**config.mk**
```make
export PLATFORM = sky130hd
export DESIGN_NAME = playlist_mcu
export DESIGN_NICKNAME = d
export VERILOG_FILES = /design/src/rtl/mcu_pkg.sv /design/src/rtl/dffr.sv /design/src/rtl/song_step.sv /design/src/rtl/playlist_mcu.sv
export SDC_FILE = /design/constraint.sdc
export NUM_CORES = 1
export LEC_CHECK = 0
export ABC_CLOCK_PERIOD_IN_PS = 2100
export BUFFER_PORTS_ARGS = -buffer_cell sky130_fd_sc_hd__buf_2
export CAP_MARGIN = 0
export CORE_AREA = 10 10 47 49
export DETAILED_ROUTE_END_ITERATION = 16
export DIE_AREA = 0 0 57 59
export PLACE_DENSITY = 0.38
export SLEW_MARGIN = 10
export SYNTH_ARGS = -nofsm -noshare
export SYNTH_HDL_FRONTEND = slang
export SYNTH_SLANG_ARGS = --single-unit
```
**constraint.sdc**
```tcl
create_clock -name clk -period 2.1 [get_ports clk]
set_input_delay 0.42 -clock clk [delete_from_list [all_inputs] [get_ports clk]]
set_output_delay 0.42 -clock clk [all_outputs]
set_load 0.02 [all_outputs]
```
**src/rtl/mcu_pkg.sv**
```systemverilog
// Shared encodings for the playlist controller: state, repeat modes and shuffle LFSR constants.
package mcu_pkg;

  typedef enum logic {
    MCU_PAUSE = 1'b0,
    MCU_PLAY  = 1'b1
  } mcu_state_t;

  localparam logic [1:0] RPT_OFF = 2'd0;
  localparam logic [1:0] RPT_ALL = 2'd1;
  localparam logic [1:0] RPT_ONE = 2'd2;

  // Fibonacci taps 16,14,13,11 expressed as a bit mask over lfsr[15:0]
  localparam logic [15:0] LFSR_SEED = 16'hACE1;
  localparam logic [15:0] LFSR_TAPS = 16'hB400;

endpackage

```
**src/rtl/dffr.sv**
```systemverilog
// Generic register with synchronous active-high reset to a configurable value.
module dffr #(
  parameter int               WIDTH     = 1,
  parameter logic [WIDTH-1:0] RESET_VAL = '0
) (
  input  logic             clk,
  input  logic             reset,
  input  logic [WIDTH-1:0] d,
  output logic [WIDTH-1:0] q
);

  always_ff @(posedge clk) begin
    if (reset) q <= RESET_VAL;
    else       q <= d;
  end

endmodule

```
**src/rtl/song_step.sv**
```systemverilog
// Combinational wrapped step of a song index; DOWN selects decrement instead of increment.
module song_step #(
  parameter int NUM_SONGS  = 4,
  parameter int SONG_WIDTH = 2,
  parameter bit DOWN       = 1'b0
) (
  input  logic [SONG_WIDTH-1:0] song,
  output logic [SONG_WIDTH-1:0] step
);

  // Explicit compare against the last index so non-power-of-two counts wrap correctly
  localparam logic [SONG_WIDTH-1:0] LAST = SONG_WIDTH'(NUM_SONGS - 1);

  always_comb begin
    if (DOWN) step = (song == '0)   ? LAST : song - SONG_WIDTH'(1);
    else      step = (song == LAST) ? '0   : song + SONG_WIDTH'(1);
  end

endmodule

```
**src/rtl/playlist_mcu.sv**
```systemverilog
// Playlist controller: song index, play/pause, repeat modes and autoplay.
// Optional shuffle playback is enabled by defining SHUFFLE_EN.
module playlist_mcu
  import mcu_pkg::*;
#(
  parameter int NUM_SONGS  = 4,
  parameter int SONG_WIDTH = 2
) (
  input  logic                  clk,
  input  logic                  reset,
  input  logic                  play_button,
  input  logic                  next_button,
  input  logic                  prev_button,
  input  logic                  song_done,
  input  logic [1:0]            repeat_mode,
  input  logic                  shuffle,
  output logic                  play,
  output logic                  reset_player,
  output logic [SONG_WIDTH-1:0] song,
  output logic                  playlist_done
);

  localparam logic [SONG_WIDTH-1:0] LAST = SONG_WIDTH'(NUM_SONGS - 1);

  mcu_state_t            state, state_d;
  logic                  state_bit;
  logic [SONG_WIDTH-1:0] song_q, song_d, song_inc, song_dec;
  logic [SONG_WIDTH-1:0] adv_song, back_song;
  logic                  at_end;
  logic                  rp_d, pd_d;
  logic                  advanced, song_chg, play_start;

  song_step #(.NUM_SONGS(NUM_SONGS), .SONG_WIDTH(SONG_WIDTH), .DOWN(1'b0)) u_next_step (
    .song (song_q),
    .step (song_inc)
  );

  song_step #(.NUM_SONGS(NUM_SONGS), .SONG_WIDTH(SONG_WIDTH), .DOWN(1'b1)) u_prev_step (
    .song (song_q),
    .step (song_dec)
  );

  dffr #(.WIDTH(1))          u_state_reg (.clk(clk), .reset(reset), .d(state_d), .q(state_bit));
  dffr #(.WIDTH(SONG_WIDTH)) u_song_reg  (.clk(clk), .reset(reset), .d(song_d),  .q(song_q));
  dffr #(.WIDTH(1))          u_rp_reg    (.clk(clk), .reset(reset), .d(rp_d),    .q(reset_player));
  dffr #(.WIDTH(1))          u_pd_reg    (.clk(clk), .reset(reset), .d(pd_d),    .q(playlist_done));

  assign state = mcu_state_t'(state_bit);
  assign play  = (state == MCU_PLAY);
  assign song  = song_q;

  // Only the highest-priority event acts: next > prev > song_done > play
  always_comb begin
    state_d    = state;
    song_d     = song_q;
    rp_d       = 1'b0;
    pd_d       = 1'b0;
    advanced   = 1'b0;
    song_chg   = 1'b0;
    play_start = 1'b0;
    if (next_button) begin
      song_d   = adv_song;
      rp_d     = 1'b1;
      advanced = 1'b1;
      song_chg = 1'b1;
    end else if (prev_button) begin
      song_d   = back_song;
      rp_d     = 1'b1;
      song_chg = 1'b1;
    end else if (song_done && state == MCU_PLAY) begin
      rp_d = 1'b1;
      if (repeat_mode == RPT_OFF && at_end) begin
        song_d   = '0;
        state_d  = MCU_PAUSE;
        pd_d     = 1'b1;
        song_chg = 1'b1;
      end else if (repeat_mode != RPT_ONE) begin
        song_d   = adv_song;
        advanced = 1'b1;
        song_chg = 1'b1;
      end
    end else if (play_button) begin
      state_d    = (state == MCU_PLAY) ? MCU_PAUSE : MCU_PLAY;
      play_start = (state == MCU_PAUSE);
    end
  end

`ifdef SHUFFLE_EN
  logic [15:0]           lfsr_q, lfsr_d;
  logic [SONG_WIDTH-1:0] cand, hist_q, hist_d, cnt_q, cnt_d;
  logic                  hist_v_q, hist_v_d;

  dffr #(.WIDTH(16), .RESET_VAL(LFSR_SEED)) u_lfsr_reg (.clk(clk), .reset(reset), .d(lfsr_d), .q(lfsr_q));
  dffr #(.WIDTH(SONG_WIDTH)) u_hist_reg   (.clk(clk), .reset(reset), .d(hist_d),   .q(hist_q));
  dffr #(.WIDTH(1))          u_hist_v_reg (.clk(clk), .reset(reset), .d(hist_v_d), .q(hist_v_q));
  dffr #(.WIDTH(SONG_WIDTH)) u_cnt_reg    (.clk(clk), .reset(reset), .d(cnt_d),    .q(cnt_q));

  assign lfsr_d = {lfsr_q[14:0], ^(lfsr_q & LFSR_TAPS)};

  // Fold the raw LFSR bits into range and never pick the song already playing
  always_comb begin
    cand = lfsr_q[SONG_WIDTH-1:0];
    if ({1'b0, cand} >= (SONG_WIDTH+1)'(NUM_SONGS)) cand = cand - SONG_WIDTH'(NUM_SONGS);
    if (cand == song_q) cand = song_inc;
  end

  assign adv_song  = shuffle ? cand : song_inc;
  assign back_song = (shuffle && hist_v_q) ? hist_q : song_dec;
  assign at_end    = shuffle ? (cnt_q == LAST) : (song_q == LAST);

  // In shuffle the end of the list is a count of advances, restarted when play begins at song 0
  always_comb begin
    hist_d   = hist_q;
    hist_v_d = hist_v_q;
    cnt_d    = cnt_q;
    if (song_chg) begin
      hist_d   = song_q;
      hist_v_d = 1'b1;
    end
    if (advanced && shuffle && cnt_q != LAST) cnt_d = cnt_q + SONG_WIDTH'(1);
    if (pd_d || (play_start && song_q == '0)) cnt_d = '0;
  end
`else
  assign adv_song  = song_inc;
  assign back_song = song_dec;
  assign at_end    = (song_q == LAST);

  logic unused_bits;
  assign unused_bits = ^{shuffle, advanced, song_chg, play_start};
`endif

endmodule

```
==> impl_metrics.env <==
export IMPL_rows=14
export IMPL_cp_top_family="flip-flops"
export IMPL_fin_setup_tns_ns=0
export IMPL_numCtsBuffers=3
export IMPL_synth_top_family_by_area="simple AND/OR/NAND/NOR gates"
export IMPL_layout_drive_gt1_share=0.400
export IMPL_fmax_mhz=766
export IMPL_wl_per_cell_um=10.9
export IMPL_worst_slew_pin_slew_ns=0.254
export IMPL_finClkSkew_ns=0.000303
export IMPL_worstSkewPairLatency_ns=0.24
export IMPL_fin_crit_sh=0.621
export IMPL_routed_wl_um=667
export IMPL_critPathLaunch="u_song_reg.q[0]"
export IMPL_rr_startpoint="u_song_reg.q[0]"
export IMPL_ys_types=17
export IMPL_hold_ws_ns=0.406
export IMPL_routabilityCongestion=0.723
export IMPL_htreeDepth=1
export IMPL_synth_fp_nets=40
export IMPL_synth_compound_area_frac=0.178
export IMPL_diodes=0
export IMPL_route_vias_total=258
export IMPL_crit_chain="ha_1, nor3b_1, mux2_2, a311oi_1"
export IMPL_layout_commonest_cell="buf_2"
export IMPL_synth_simple_area_share=0.236
export IMPL_period_minus_slack_ns=1.30
export IMPL_cts_buffer_depth=2
export IMPL_avgViaCountPerCell=4.23
export IMPL_crit_required_ns=2.25
export IMPL_multi_input_area_um2=153
export IMPL_ys_warn_count=0
export IMPL_power_per_cell_area_nw_per_um2=782
export IMPL_maxSlewViolCount=0
export IMPL_path_max_fanout=5
export IMPL_grt_ovfl_total=0
export IMPL_cp_slowest_cell="dfxtp_1"
export IMPL_grt_use_total=0.0389
export IMPL_startpoint_type="flip-flop"
export IMPL_cts_resized=0
export IMPL_grt_pass1_wl_um=1060
export IMPL_drcViolationCount=0
export IMPL_critPathKind="reg2reg"
export IMPL_syn_to_final_growth_pct=40.9
export IMPL_maxCapViolCount=0
export IMPL_final_core_util=0.262
export IMPL_grt_setup_unrepaired="no"
export IMPL_slew_headroom=0.830
export IMPL_final_cell_mix="buf_2, dfxtp_1, a21oi_1"
export IMPL_drt_iter0_markers=3
export IMPL_p_leak_nw=0.167
export IMPL_yosys_area_share_adder=0.0962
export IMPL_n_fill_cell=172
export IMPL_grt_start_max_net_pins=6
export IMPL_setup_viol=0
export IMPL_max_stage_delay_ns=0.34
export IMPL_die_x_um=57
export IMPL_vdd_drop_max_mv=0.240
export IMPL_synth_area_per_cell_um2=8.97
export IMPL_finalNetCount=57
export IMPL_clk_pin_slew_ns=0.04
export IMPL_antenna_found_initial=0
export IMPL_run_status="completed"
export IMPL_seq_area_um2=100
export IMPL_holdCritStartpoint="reset"
export IMPL_synthXorXnorAreaFrac=0.0337
export IMPL_start_util=0.186
export IMPL_arrival_ns=1.46
export IMPL_die_height_um=59
export IMPL_syn_area_um2=260
export IMPL_ant_nets=0
export IMPL_hold_viol=0
export IMPL_design_core_area_um2=1400
export IMPL_synth_seq_cells=5
export IMPL_root_buffer="clkbuf_4"
export IMPL_worstSetupEndpointType="flip-flop"
export IMPL_path_buf_inv=0
export IMPL_power_w=0.000287
export IMPL_grt_pass1_vias=259
export IMPL_die_area_um2=3360
export IMPL_hpwlAfterDp_um=601
export IMPL_hold_class="in2reg"
export IMPL_dr_pass1_iters=2
export IMPL_hold_buffers=0
export IMPL_synthCells=29
export IMPL_cts_sinks=5
export IMPL_boundaryPins=14
export IMPL_synthMuxAreaShare=0.0433
export IMPL_ys_seq_area_frac=0.385
export IMPL_postCtsSetupRepairBufs=0
export IMPL_numPortBuffers=12
export IMPL_cts_tree="done"
registers in the layout, summed over array words and instances, names as in the netlist:
signal and flops:
u_pd_reg.q 1, u_rp_reg.q 1, u_song_reg.q 2, u_state_reg.q 1
worst register-to-register path, cell delays in order, from the launching register on:
cell and delay, ns:
dfxtp_1 0.34, ha_1 0.23, nor3b_1 0.15, mux2_2 0.26, a311oi_1 0.24
power by group:
| group | leakage (nW) | internal, W | total, W | switching [W] |
|---|---|---|---|---|
| logic | 0.111 | 0.0000275 | 0.0000627 | 0.0000351 |
| registers | 0.0413 | 0.000103 | 0.000111 | 0.00000708 |
| clock network | 0.0150 | 0.0000720 | 0.000113 | 0.0000414 |
| total | 0.167 | 0.000203 | 0.000287 | 0.0000836 |
layer usage:
layer,share of wire,vias to the layer above,global-route usage
met1,0.45,113,0.0428
met2,0.45,8,0.0574
met4,0.025,0,0.0302
li1,-,135,-
met3,0.079,2,0.0172
met5,0,-,0
metrics by stage:
step	setup slack [ns]	cell area, µm²	std cells
floorplan	0.781	260	29
global placement	0.792	340	57
detailed placement	0.775	340	57
CTS	0.780	367	61
global route	0.725	367	61
finish	0.795	367	61
worst paths after layout:
check        slack [ns]             to  depth (start not counted)
min                0.41  u_state_reg.q                          2
max reg2reg        0.80  u_state_reg.q                          4
max                0.80  u_state_reg.q                          4
min reg2reg        0.52  u_state_reg.q                          1
cells in the mapped netlist:
cell | n | share of area
nand2_1 | 3 | 0.043
nand2b_1 | 1 | 0.024
ha_1 | 2 | 0.096
inv_1 | 2 | 0.029
a21oi_1 | 4 | 0.077
nor3_1 | 1 | 0.019
nor2b_1 | 1 | 0.024
a311oi_1 | 2 | 0.067
or2_1 | 1 | 0.024
and2b_1 | 1 | 0.029
dfxtp_1 | 5 | 0.38
mux2_2 | 1 | 0.043
nor2_2 | 1 | 0.024
nand3_1 | 1 | 0.019
nor3b_1 | 1 | 0.029
o21ai_2 | 1 | 0.034
xor2_1 | 1 | 0.034
logic make-up after synthesis:
family	Yosys count
mux	1
compound gates	7
simple gates	11
fa+ha+maj	2
xor+xnor	1
flops	5
buf+inv	2
final cells by class:
class	count	area share
flip-flops and latches	5	0.273
well taps	16	0.0546
multi-input cells	22	0.416
inverters	2	0.0205
repair buffers	12	0.164
clock buffers	4	0.0717
Note: power is estimated with default switching activity, not from simulation.
